==> config.mk <==
export PLATFORM = sky130hd
export DESIGN_NAME = multicycle_ctrl
export DESIGN_NICKNAME = d
export VERILOG_FILES = /design/src/rtl/multicycle_ctrl.sv
export SDC_FILE = /design/constraint.sdc
export NUM_CORES = 1
export LEC_CHECK = 0
export ABC_AREA = 1
export CAP_MARGIN = 20
export CORE_UTILIZATION = 40
export CTS_CLUSTER_DIAMETER = 200
export CTS_CLUSTER_SIZE = 30
export DETAILED_ROUTE_END_ITERATION = 16
export PLACE_DENSITY = 0.77
export REMOVE_ABC_BUFFERS = 1
export SLEW_MARGIN = 20
export SYNTH_ARGS = -nofsm -noshare
export SYNTH_HDL_FRONTEND = slang
export SYNTH_SLANG_ARGS = --single-unit
export TNS_END_PERCENT = 100
==> constraint.sdc <==
create_clock -name clk -period 2 [get_ports clk]
set_input_delay 0.6 -clock clk [delete_from_list [all_inputs] [get_ports clk]]
set_output_delay 0.6 -clock clk [all_outputs]
set_load 0.05 [all_outputs]
==> src/rtl/multicycle_ctrl.sv <==
// Multi-cycle RV32I control unit: FETCH/DECODE/EXEC/MEM/WB sequencing with memory wait-state
// timeouts and a sticky trap. Define PERF_CNT_EN to add cycle_cnt/instret_cnt outputs.
module multicycle_ctrl #(
    parameter int unsigned MEM_TIMEOUT = 255,
    parameter int unsigned ALUSEL_W    = 4
) (
    input  logic                clk,
    input  logic                rst_n,
    input  logic [31:0]         instr,
    input  logic                imem_ready,
    input  logic                dmem_ready,
    input  logic                BrEq,
    input  logic                BrLT,
    output logic                imem_req,
    output logic                dmem_req,
    output logic                IRWEn,
    output logic                PCWEn,
    output logic                PCSel,
    output logic                RegWEn,
    output logic                Asel,
    output logic                Bsel,
    output logic                MemRW,
    output logic                BrUn,
    output logic [2:0]          ImmSel,
    output logic [ALUSEL_W-1:0] ALUSel,
    output logic [1:0]          WBSel,
    output logic [2:0]          state,
    output logic                halted,
`ifdef PERF_CNT_EN
    output logic [63:0]         cycle_cnt,
    output logic [63:0]         instret_cnt,
`endif
    output logic [1:0]          trap_cause
);

    localparam int unsigned     CntW   = $clog2(MEM_TIMEOUT + 1);
    localparam logic [CntW-1:0] CntMax = CntW'(MEM_TIMEOUT);

    typedef enum logic [2:0] {
        StFetch  = 3'b000,
        StDecode = 3'b001,
        StExec   = 3'b010,
        StMem    = 3'b011,
        StWb     = 3'b100,
        StTrap   = 3'b111
    } state_e;

    localparam logic [4:0] OpcR      = 5'b01100;
    localparam logic [4:0] OpcImm    = 5'b00100;
    localparam logic [4:0] OpcLoad   = 5'b00000;
    localparam logic [4:0] OpcJalr   = 5'b11001;
    localparam logic [4:0] OpcStore  = 5'b01000;
    localparam logic [4:0] OpcBranch = 5'b11000;
    localparam logic [4:0] OpcLui    = 5'b01101;
    localparam logic [4:0] OpcAuipc  = 5'b00101;
    localparam logic [4:0] OpcJal    = 5'b11011;

    localparam logic [3:0] AluAdd   = 4'b0000;
    localparam logic [3:0] AluAnd   = 4'b0001;
    localparam logic [3:0] AluOr    = 4'b0010;
    localparam logic [3:0] AluXor   = 4'b0011;
    localparam logic [3:0] AluSrl   = 4'b0100;
    localparam logic [3:0] AluSra   = 4'b0101;
    localparam logic [3:0] AluSll   = 4'b0110;
    localparam logic [3:0] AluSlt   = 4'b0111;
    localparam logic [3:0] AluPassB = 4'b1000;
    localparam logic [3:0] AluSltu  = 4'b1001;
    localparam logic [3:0] AluSub   = 4'b1100;

    localparam logic [2:0] ImmI = 3'b000;
    localparam logic [2:0] ImmS = 3'b001;
    localparam logic [2:0] ImmB = 3'b010;
    localparam logic [2:0] ImmJ = 3'b011;
    localparam logic [2:0] ImmU = 3'b100;

    state_e          state_q, state_d;
    logic [31:0]     ir_q, ir_d;
    logic [CntW-1:0] cnt_q, cnt_d;
    logic [1:0]      cause_q, cause_d;
`ifdef PERF_CNT_EN
    logic [63:0]     cycle_q, cycle_d;
    logic [63:0]     instret_q, instret_d;
`endif

    logic [4:0] opc;
    logic [2:0] funct3;
    logic       is_r, is_imm, is_load, is_store, is_branch, is_jal, is_jalr, is_lui, is_auipc;
    logic       is_jump, legal;
    logic       br_taken, br_bad, cnt_expire;
    logic [3:0] f3_alu;
    logic [2:0] sel_imm;
    logic       sel_a, sel_b;
    logic [3:0] sel_alu;
    logic       unused_ir;

    assign opc       = ir_q[6:2];
    assign funct3    = ir_q[14:12];
    assign is_r      = (opc == OpcR);
    assign is_imm    = (opc == OpcImm);
    assign is_load   = (opc == OpcLoad);
    assign is_store  = (opc == OpcStore);
    assign is_branch = (opc == OpcBranch);
    assign is_jal    = (opc == OpcJal);
    assign is_jalr   = (opc == OpcJalr);
    assign is_lui    = (opc == OpcLui);
    assign is_auipc  = (opc == OpcAuipc);
    assign is_jump   = is_jal | is_jalr;
    assign legal     = (ir_q[1:0] == 2'b11) &&
                       (is_r | is_imm | is_load | is_store | is_branch | is_jump |
                        is_lui | is_auipc);
    assign br_bad    = (funct3[2:1] == 2'b01);
    assign unused_ir = ^{ir_q[31], ir_q[29:15]};

    // The wait cycle in flight is the (cnt_q+1)-th; trap when that reaches the limit.
    assign cnt_expire = (32'(cnt_q) + 32'd1) >= MEM_TIMEOUT;

    // ir_q[30] selects sub only for register ops, but sra for both shift-right forms.
    always_comb begin
        unique case (funct3)
            3'b000: f3_alu = (is_r && ir_q[30]) ? AluSub : AluAdd;
            3'b001: f3_alu = AluSll;
            3'b010: f3_alu = AluSlt;
            3'b011: f3_alu = AluSltu;
            3'b100: f3_alu = AluXor;
            3'b101: f3_alu = ir_q[30] ? AluSra : AluSrl;
            3'b110: f3_alu = AluOr;
            3'b111: f3_alu = AluAnd;
        endcase
    end

    always_comb begin
        sel_imm = ImmI;
        sel_a   = 1'b0;
        sel_b   = 1'b0;
        sel_alu = AluAdd;
        if (is_r) begin
            sel_alu = f3_alu;
        end else if (is_imm) begin
            sel_b   = 1'b1;
            sel_alu = f3_alu;
        end else if (is_load || is_jalr) begin
            sel_b = 1'b1;
        end else if (is_store) begin
            sel_imm = ImmS;
            sel_b   = 1'b1;
        end else if (is_branch) begin
            sel_imm = ImmB;
            sel_a   = 1'b1;
            sel_b   = 1'b1;
        end else if (is_jal) begin
            sel_imm = ImmJ;
            sel_a   = 1'b1;
            sel_b   = 1'b1;
        end else if (is_lui) begin
            sel_imm = ImmU;
            sel_b   = 1'b1;
            sel_alu = AluPassB;
        end else if (is_auipc) begin
            sel_imm = ImmU;
            sel_a   = 1'b1;
            sel_b   = 1'b1;
        end
    end

    always_comb begin
        br_taken = 1'b0;
        case (funct3)
            3'b000:         br_taken = BrEq;
            3'b001:         br_taken = !BrEq;
            3'b100, 3'b110: br_taken = BrLT;
            3'b101, 3'b111: br_taken = !BrLT;
            default:        br_taken = 1'b0;
        endcase
    end

    // Next-state logic; the wait counter is zero unless the FSM stays put in FETCH/MEM.
    always_comb begin
        state_d = state_q;
        ir_d    = ir_q;
        cnt_d   = '0;
        cause_d = cause_q;
        unique case (state_q)
            StFetch: begin
                if (imem_ready) begin
                    ir_d    = instr;
                    state_d = StDecode;
                end else if (cnt_expire) begin
                    state_d = StTrap;
                    cause_d = 2'b10;
                end else begin
                    cnt_d = (cnt_q == CntMax) ? cnt_q : cnt_q + CntW'(1);
                end
            end
            StDecode: begin
                if (legal) begin
                    state_d = StExec;
                end else begin
                    state_d = StTrap;
                    cause_d = 2'b01;
                end
            end
            StExec: begin
                if (is_branch) begin
                    if (br_bad) begin
                        state_d = StTrap;
                        cause_d = 2'b01;
                    end else begin
                        state_d = StFetch;
                    end
                end else if (is_load || is_store) begin
                    state_d = StMem;
                end else begin
                    state_d = StWb;
                end
            end
            StMem: begin
                if (dmem_ready) begin
                    state_d = is_store ? StFetch : StWb;
                end else if (cnt_expire) begin
                    state_d = StTrap;
                    cause_d = 2'b11;
                end else begin
                    cnt_d = (cnt_q == CntMax) ? cnt_q : cnt_q + CntW'(1);
                end
            end
            StWb:    state_d = StFetch;
            StTrap:  state_d = StTrap;
            default: state_d = StFetch;
        endcase
    end

    // Outputs decode from state_q/ir_q; only the ready and branch-flag qualifiers are live.
    always_comb begin
        imem_req = 1'b0;
        dmem_req = 1'b0;
        IRWEn    = 1'b0;
        PCWEn    = 1'b0;
        PCSel    = 1'b0;
        RegWEn   = 1'b0;
        Asel     = 1'b0;
        Bsel     = 1'b0;
        MemRW    = 1'b0;
        BrUn     = 1'b0;
        ImmSel   = 3'b000;
        ALUSel   = '0;
        WBSel    = 2'b00;
        halted   = 1'b0;
        if (state_q == StExec || state_q == StMem || state_q == StWb) begin
            ImmSel      = sel_imm;
            Asel        = sel_a;
            Bsel        = sel_b;
            ALUSel[3:0] = sel_alu;
        end
        unique case (state_q)
            StFetch: begin
                // Gated so requests are low while reset is held, not just after it.
                imem_req = rst_n;
                IRWEn    = rst_n & imem_ready;
            end
            StDecode: begin
                halted = 1'b0;
            end
            StExec: begin
                if (is_branch) begin
                    BrUn  = (funct3[2:1] == 2'b11);
                    PCWEn = !br_bad;
                    PCSel = !br_bad && br_taken;
                end
            end
            StMem: begin
                dmem_req = 1'b1;
                MemRW    = is_store;
                PCWEn    = is_store && dmem_ready;
            end
            StWb: begin
                RegWEn = (ir_q[11:7] != 5'd0);
                WBSel  = is_load ? 2'b00 : (is_jump ? 2'b10 : 2'b01);
                PCWEn  = 1'b1;
                PCSel  = is_jump;
            end
            StTrap: begin
                halted = 1'b1;
            end
            default: begin
                halted = 1'b0;
            end
        endcase
    end

`ifdef PERF_CNT_EN
    assign cycle_d     = cycle_q + 64'(state_q != StTrap);
    assign instret_d   = instret_q + 64'(PCWEn);
    assign cycle_cnt   = cycle_q;
    assign instret_cnt = instret_q;
`endif

    always_ff @(posedge clk or negedge rst_n) begin
        if (!rst_n) begin
            state_q   <= StFetch;
            ir_q      <= '0;
            cnt_q     <= '0;
            cause_q   <= 2'b00;
`ifdef PERF_CNT_EN
            cycle_q   <= '0;
            instret_q <= '0;
`endif
        end else begin
            state_q   <= state_d;
            ir_q      <= ir_d;
            cnt_q     <= cnt_d;
            cause_q   <= cause_d;
`ifdef PERF_CNT_EN
            cycle_q   <= cycle_d;
            instret_q <= instret_d;
`endif
        end
    end

    assign state      = state_q;
    assign trap_cause = cause_q;

endmodule

==> results_dict.tcl, run 1 <==
set metrics [dict create \
    status "complete, but fails checks" \
    violations "setup timing" \
    path_max_fanout 5 \
    p_int_mw 2.50 \
    place_inst 382 \
    start_util_pct 42.2 \
    maxSlewHeadroom_pct 68.0 \
    synth_most_common_cell "nand2_1" \
    tns_ns -4.47 \
    nFillCells 276 \
    ys_seq_area_share_pct 39.0 \
    cts.sinks 29 \
    path_buf_inv 4 \
    sequentialPowerShare_pct 20.5 \
    yosys_warnings 0 \
    final_cell_area_mm2 0.00338 \
    synth_area_leaders "dfrtp_1 39%, nand2_1 10%, nor2_1 8.7%, inv_1 6.0%, nand3_1 4.8%" \
    synth_top_area_share_pct 39.0 \
    end_kind "primary output" \
    max_stage_delay_ns 0.38 \
    start_kind "register" \
    drive_gt1_share_pct 46.6 \
    grt_use_total_pct 26.3 \
    core_mm2 0.00441 \
    finalMaxSlewViolations 0 \
    synth_edf_count 0 \
    cp_cell_sequence "inv_2 -> nor2_4 -> nand4_1 -> inv_2 -> nor2_4 -> a41oi_2 -> buf_4 -> buf_12" \
    antenna_found_initial 0 \
    post_synth.cell_area_avg_um2 7.48 \
    p_sw_mw 2.45 \
    crit_start "ir_q[5]$_DFFE_PN0P_" \
    critPathTopFamily "buffers and inverters" \
    worstSetupPathDepth 8 \
    rsz0062_at_grt "true" \
    grt_max_degree 30 \
    maxCapViolations 0 \
    slowest_stage "dfrtp_1" \
    ir_drop_mv 0.815 \
    clock_power_share_pct 10.1 \
    rows 24 \
    layout_min_cycle_time_ns 2.41 \
    area_growth_pct 81.5 \
    synth_common_cells "50 x nand2_1, 43 x nor2_1, 30 x inv_1" \
    required_ns 1.40 \
    finalWirelength_um 7690 \
    p_leak_nw 1.56 \
    antenna_cells 0 \
    grt_pass1_wl_um 10100 \
    fin_ws_ns -0.409 \
    overflow 0 \
    min-delay-start "trap_cause[1]$_DFFE_PN0P_" \
    ant_nets 0 \
    dpl_cell_area_mm2 0.00286 \
    criticalPathCategory "reg -> out" \
    drtIter0Drc 279 \
    ys_ff_latch 29 \
    tightest_slew_ns 0.476 \
    synth_area_mm2 0.00186 \
    h-tree-depth 2 \
    syn_inst 249 \
    switching_share_pct 49.4 \
    nets 397 \
    worstRegToRegCells 10 \
    routedWlPerCell_um 18.8 \
    finalSetupViolCount 18 \
    clock_latency_ns 0.29 \
    arrival_ns 1.81 \
    finalClockSkew_ns 0.00427 \
    cts.reportedPaths.clkPinSlew_ns 0.07 \
    holdCritPathClass "reg -> reg" \
    numPortBuffers 46 \
    hold_depth 2 \
    die_area_mm2 0.00493 \
    routabilityCongestion 0.872 \
    pre_cts_slack_ns -0.373 \
    fin_util_pct 76.6 \
    die_w_um 70.2 \
    drc 0 \
    dp_hpwl_um 4050 \
    vias_per_cell 5.83 \
    finalHoldViolCount 0 \
    die_h_um 70.2 \
    clock-root-buffer "clkbuf_8" \
    synth_top_flop_cell "dfrtp_1" \
    vias 2389 \
    worstReg2RegStart "cnt_q[1]$_DFF_PN0_" \
    final.period_utilization_pct 120 \
    first_global_vias 2236 \
    cts_tree "built" \
    cts_made_buffers 5 \
    ys_types 36 \
    synthArstFlopShare_pct 100 \
    fin_cells 410 \
    power.density_mw_per_mm2 1460 \
    yosys.area.top_type "dfrtp_1" \
    fmax_mhz 415 \
    cts-hold-fix-buffers 0 \
    cts_buffer_depth 2 \
    io_pins 63 \
    drt_first_pass_iters 5 \
    power_frac_comb_pct 69.5 \
]
path summary, 6_finish.rpt:
path / end / slack, ns
setup reg to reg: state[2]$_DFF_PN0_ / 0.08
min in group asynchronous: cnt_q[1]$_DFF_PN0_ / 0.50
max in group asynchronous: ir_q[3]$_DFFE_PN0P_ / 1.19
setup / recovery: Bsel / -0.41
hold / removal: trap_cause[1]$_DFFE_PN0P_ / 0.48
hold reg to reg: trap_cause[1]$_DFFE_PN0P_ / 0.48
power by group through the flow:
| stage | logic, mW | clock network [mW] | registers (mW) |
|---|---|---|---|
| after global routing | 3.58 | 0.533 | 1.03 |
| after CTS | 2.92 | 0.484 | 0.986 |
| final | 3.44 | 0.499 | 1.01 |
| after detailed placement | 2.54 | 0 | 0.978 |
| after floorplan | 1.24 | 0 | 1.15 |
| after global placement | 2.47 | 0 | 0.963 |
metal layers:
layer	share of wire, %	up-vias	track usage [%]
li1	-	1028	-
met1	37	1147	30.4
met2	49	170	44.3
met3	8.0	44	5.63
met4	5.6	0	15.8
met5	0	-	0
area by class of cell:
class                           count  area (µm²)  area share, %
Clock inverter                      3        17.5          0.518
Clock buffer                        5        68.8           2.04
Inverter                           34         130           3.85
Tap cell                           52        65.1           1.92
Timing Repair Buffer              103        1110           33.0
Multi-Input combinational cell    184        1260           37.2
Sequential cell                    29         728           21.5
through the flow:
| stage | power [mW] | hold slack (ns) |
|---|---|---|
| detailed placement | 3.52 | 0.471 |
| global placement | 3.44 | 0.457 |
| finish | 4.95 | 0.484 |
| global route | 5.14 | 0.526 |
| CTS | 4.39 | 0.487 |
| floorplan | 2.39 | 0.304 |
state kept, by name (all words and copies together), names as in the netlist:
| register | count |
|---|---|
| cnt_q | 8 |
| ir_q | 16 |
| trap_cause | 2 |
| state | 3 |
worst reg2reg max path: cells and delay by family (launching register included):
| kind | cells | cell delay (ns) |
|---|---|---|
| fa+ha+maj | 1 | 0.22 |
| flops | 1 | 0.44 |
| compound gates | 1 | 0.29 |
| simple gates | 7 | 0.70 |
| buf+inv | 1 | 0.14 |
cells in the final DEF (no fill, tap or decap), types with 2 or more instances in the layout:
cell type and instances:
inv_2 11, clkdlybuf4s50_1 16, dfrtp_1 27, o21ai_1 3, nand2_4 5, nand2_1 42
buf_4 55, ha_1 2, buf_12 19, dlygate4sd2_1 5, clkinv_2 2, nor2_1 24
nor2_2 13, mux2_2 4, dfrtp_2 2, buf_6 6, nand3_2 4, nor3_1 3
o21bai_1 2, a21oi_1 10, nor2_4 14, o21ai_0 4, inv_1 22, mux2_1 5
nand4_1 4, clkbuf_8 5, nand2_2 7, clkbuf_16 2, nand3_1 16, nor3_2 4
cell families after synthesis:
logic type / count (synthesis) / share of synthesized area (%)
AND/OR/NAND/NOR: 142 / 36.2
buffers and inverters: 36 / 7.39
AO/OA/AOI/OAI: 30 / 10.2
flip-flops: 29 / 39.0
multiplexers: 9 / 5.44
adder cells (fa/ha/maj): 2 / 1.34
XOR/XNOR: 1 / 0.470
timing repair:
item	4_1_cts	5_1_grt
endpoints found under the setup margin	18	18
buffers inserted	13	9
cloned	0	0
pin swaps	8	16
resized for setup	51	37
Power figures use the tool's default switching activity.
==> inputs of run 2 (changes only) <==
==> constraint.sdc (replaced) <==
create_clock -name clk -period 2.78 [get_ports clk]
set_input_delay 0.834 -clock clk [delete_from_list [all_inputs] [get_ports clk]]
set_output_delay 0.834 -clock clk [all_outputs]
set_load 0.05 [all_outputs]
==> run 2 against run 1 <==
Effect of this change:
- the flow now finishes without violations
- flip-flop and latch count unchanged
- clock skew is essentially flat
- sequential share of layout area grew 4.4 points
- first-iteration DRC count decreased by 53%
- routed wire length down 38%
==> results_dict.tcl, run 2 (synthesized netlist as in run 1, its figures left out) <==
set metrics [dict create \
    finalWirelength_um 4760 \
    clock-root-buffer "clkbuf_8" \
    grt_use_total_pct 20.4 \
    p_leak_nw 1.29 \
    finalClockSkew_ns 0.00437 \
    finalSetupViolCount 0 \
    cp_cell_sequence "clkdlybuf4s50_1 -> nor3_1 -> a221oi_2 -> o22ai_2 -> buf_12" \
    die_w_um 70.2 \
    final.period_utilization_pct 99.5 \
    routabilityCongestion 0.849 \
    drtIter0Drc 132 \
    ir_drop_mv 0.518 \
    nFillCells 352 \
    vias 1878 \
    path_max_fanout 2 \
    maxCapViolations 0 \
    cts_made_buffers 5 \
    area_growth_pct 50.5 \
    final_common_cell "nand2_1" \
    core_mm2 0.00441 \
    routedWlPerCell_um 13.0 \
    fmax_mhz 362 \
    criticalPathCategory "in -> out" \
    dp_hpwl_um 3430 \
    drt_first_pass_iters 7 \
    status "finished clean" \
    nets 353 \
    rows 24 \
    cts.reportedPaths.clkPinSlew_ns 0.06 \
    tightest_slew_ns 0.490 \
    grt_pass1_wl_um 7870 \
    fin_util_pct 63.5 \
    critPathTopFamily "buffers and inverters" \
    path_buf_inv 2 \
    start_kind "primary input" \
    ant_nets 0 \
    top_register "ir_q" \
    max_stage_delay_ns 0.44 \
    drc 0 \
    power.density_mw_per_mm2 979 \
    die_h_um 70.2 \
    start_util_pct 42.2 \
    layout_common_cells "46 x nand2_1, 38 x nor2_1, 28 x inv_1, 27 x dfrtp_1, 25 x clkdlybuf4s50_1" \
    largest_reg_flops 16 \
    cts.sinks 29 \
    antenna_found_initial 0 \
    layout_min_cycle_time_ns 2.77 \
    clock_latency_ns 0.28 \
    cts-hold-fix-buffers 0 \
    total_power_mw 2.74 \
    drive_gt1_share_pct 27.2 \
    first_global_vias 1780 \
    die_area_mm2 0.00493 \
    slowest_stage "clkdlybuf4s50_1" \
    vias_per_cell 5.15 \
    arrival_ns 1.93 \
    maxSlewHeadroom_pct 67.2 \
    required_ns 1.95 \
    end_kind "primary output" \
    overflow 0 \
    numPortBuffers 46 \
    h-tree-depth 2 \
    holdCritPathClass "reg -> reg" \
    cts_tree "built" \
    finalMaxSlewViolations 0 \
    finalHoldViolCount 0 \
    cts_buffer_depth 2 \
    io_pins 63 \
    antenna_cells 0 \
    rsz0062_at_grt "true" \
    grt_max_degree 30 \
]
-- run 2: changes by cell type in the layout (fill, tap and decap cells not counted), moves of 3 or more --
cell	change
nand2_1	+4
nand2_4	-3
buf_4	-38
nor2_2	-5
buf_6	-6
clkdlybuf4s50_1	+9
dlygate4sd2_1	-5
nor2_4	-9
buf_12	-6
nor2_1	+14
inv_1	+6
inv_2	-5
-- run 2: worst paths after layout --
check / from / endpoint / slack (ns) / cells past startpoint
worst min-delay path: trap_cause[0]$_DFFE_PN0P_ / trap_cause[0]$_DFFE_PN0P_ / 0.48 / 2
worst min register to register: trap_cause[0]$_DFFE_PN0P_ / trap_cause[0]$_DFFE_PN0P_ / 0.48 / 2
max in group asynchronous: rst_n / state[1]$_DFF_PN0_ / 1.48 / 2
worst max-delay path: BrEq / PCSel / 0.01 / 5
worst max register to register: cnt_q[0]$_DFF_PN0_ / trap_cause[1]$_DFFE_PN0P_ / 1.04 / 10
min in group asynchronous: rst_n / cnt_q[3]$_DFF_PN0_ / 1.00 / 2
-- run 2: stage by stage --
step	setup TNS (ns)	cell area [µm²]	std cells	worst slack [ns]	hold slack [ns]
finish	0	2800	365	0.0143	0.475
global route	-0.0436	2800	365	-0.0285	0.504
CTS	-0.197	2690	359	-0.0541	0.475
detailed placement	-0.0303	2570	352	-0.0303	0.460
global placement	-0.00514	2570	352	-0.00514	0.456
floorplan	-1.77	1850	247	-0.382	0.456
-- run 2: area by class of cell --
| class | count | area [µm²] | share of cell area [%] |
|---|---|---|---|
| multi-input combinational | 184 | 1080 | 38.6 |
| sequential | 29 | 728 | 26.0 |
| timing repair buffer | 59 | 713 | 25.4 |
| inverter | 34 | 128 | 4.55 |
| clock buffer | 7 | 86.3 | 3.08 |
| tap | 52 | 65.1 | 2.32 |
-- run 2: worst reg2reg max path, cell delays in order, from the launching register on --
cell	delay [ns]
dfrtp_1	0.42
inv_2	0.07
ha_1	0.32
o21bai_1	0.13
nand3_1	0.10
nor2_1	0.17
nand3_2	0.16
nand3_2	0.12
nand2_2	0.06
nand2_1	0.05
nand2_1	0.05
-- run 2: repair_timing --
action | CTS | global route
endpoints found under the setup margin | 5 | 11
pin swaps | 1 | 5
resized for setup | 4 | 24
buffers inserted | 0 | 6
-- run 2: metal layers --
layer | track usage, % | vias to the layer above | routed length (µm)
met5 | 0 | - | 0
met4 | 8.44 | 0 | 95
met3 | 6.06 | 15 | 275
met2 | 30.5 | 63 | 2200
met1 | 27.5 | 858 | 2190
li1 | - | 942 | -
-- run 2: where the power goes --
part           total, mW  switching [mW]  internal (mW)
combinational       1.66            1.02          0.638
sequential         0.735           0.150          0.586
clock              0.351           0.155          0.196
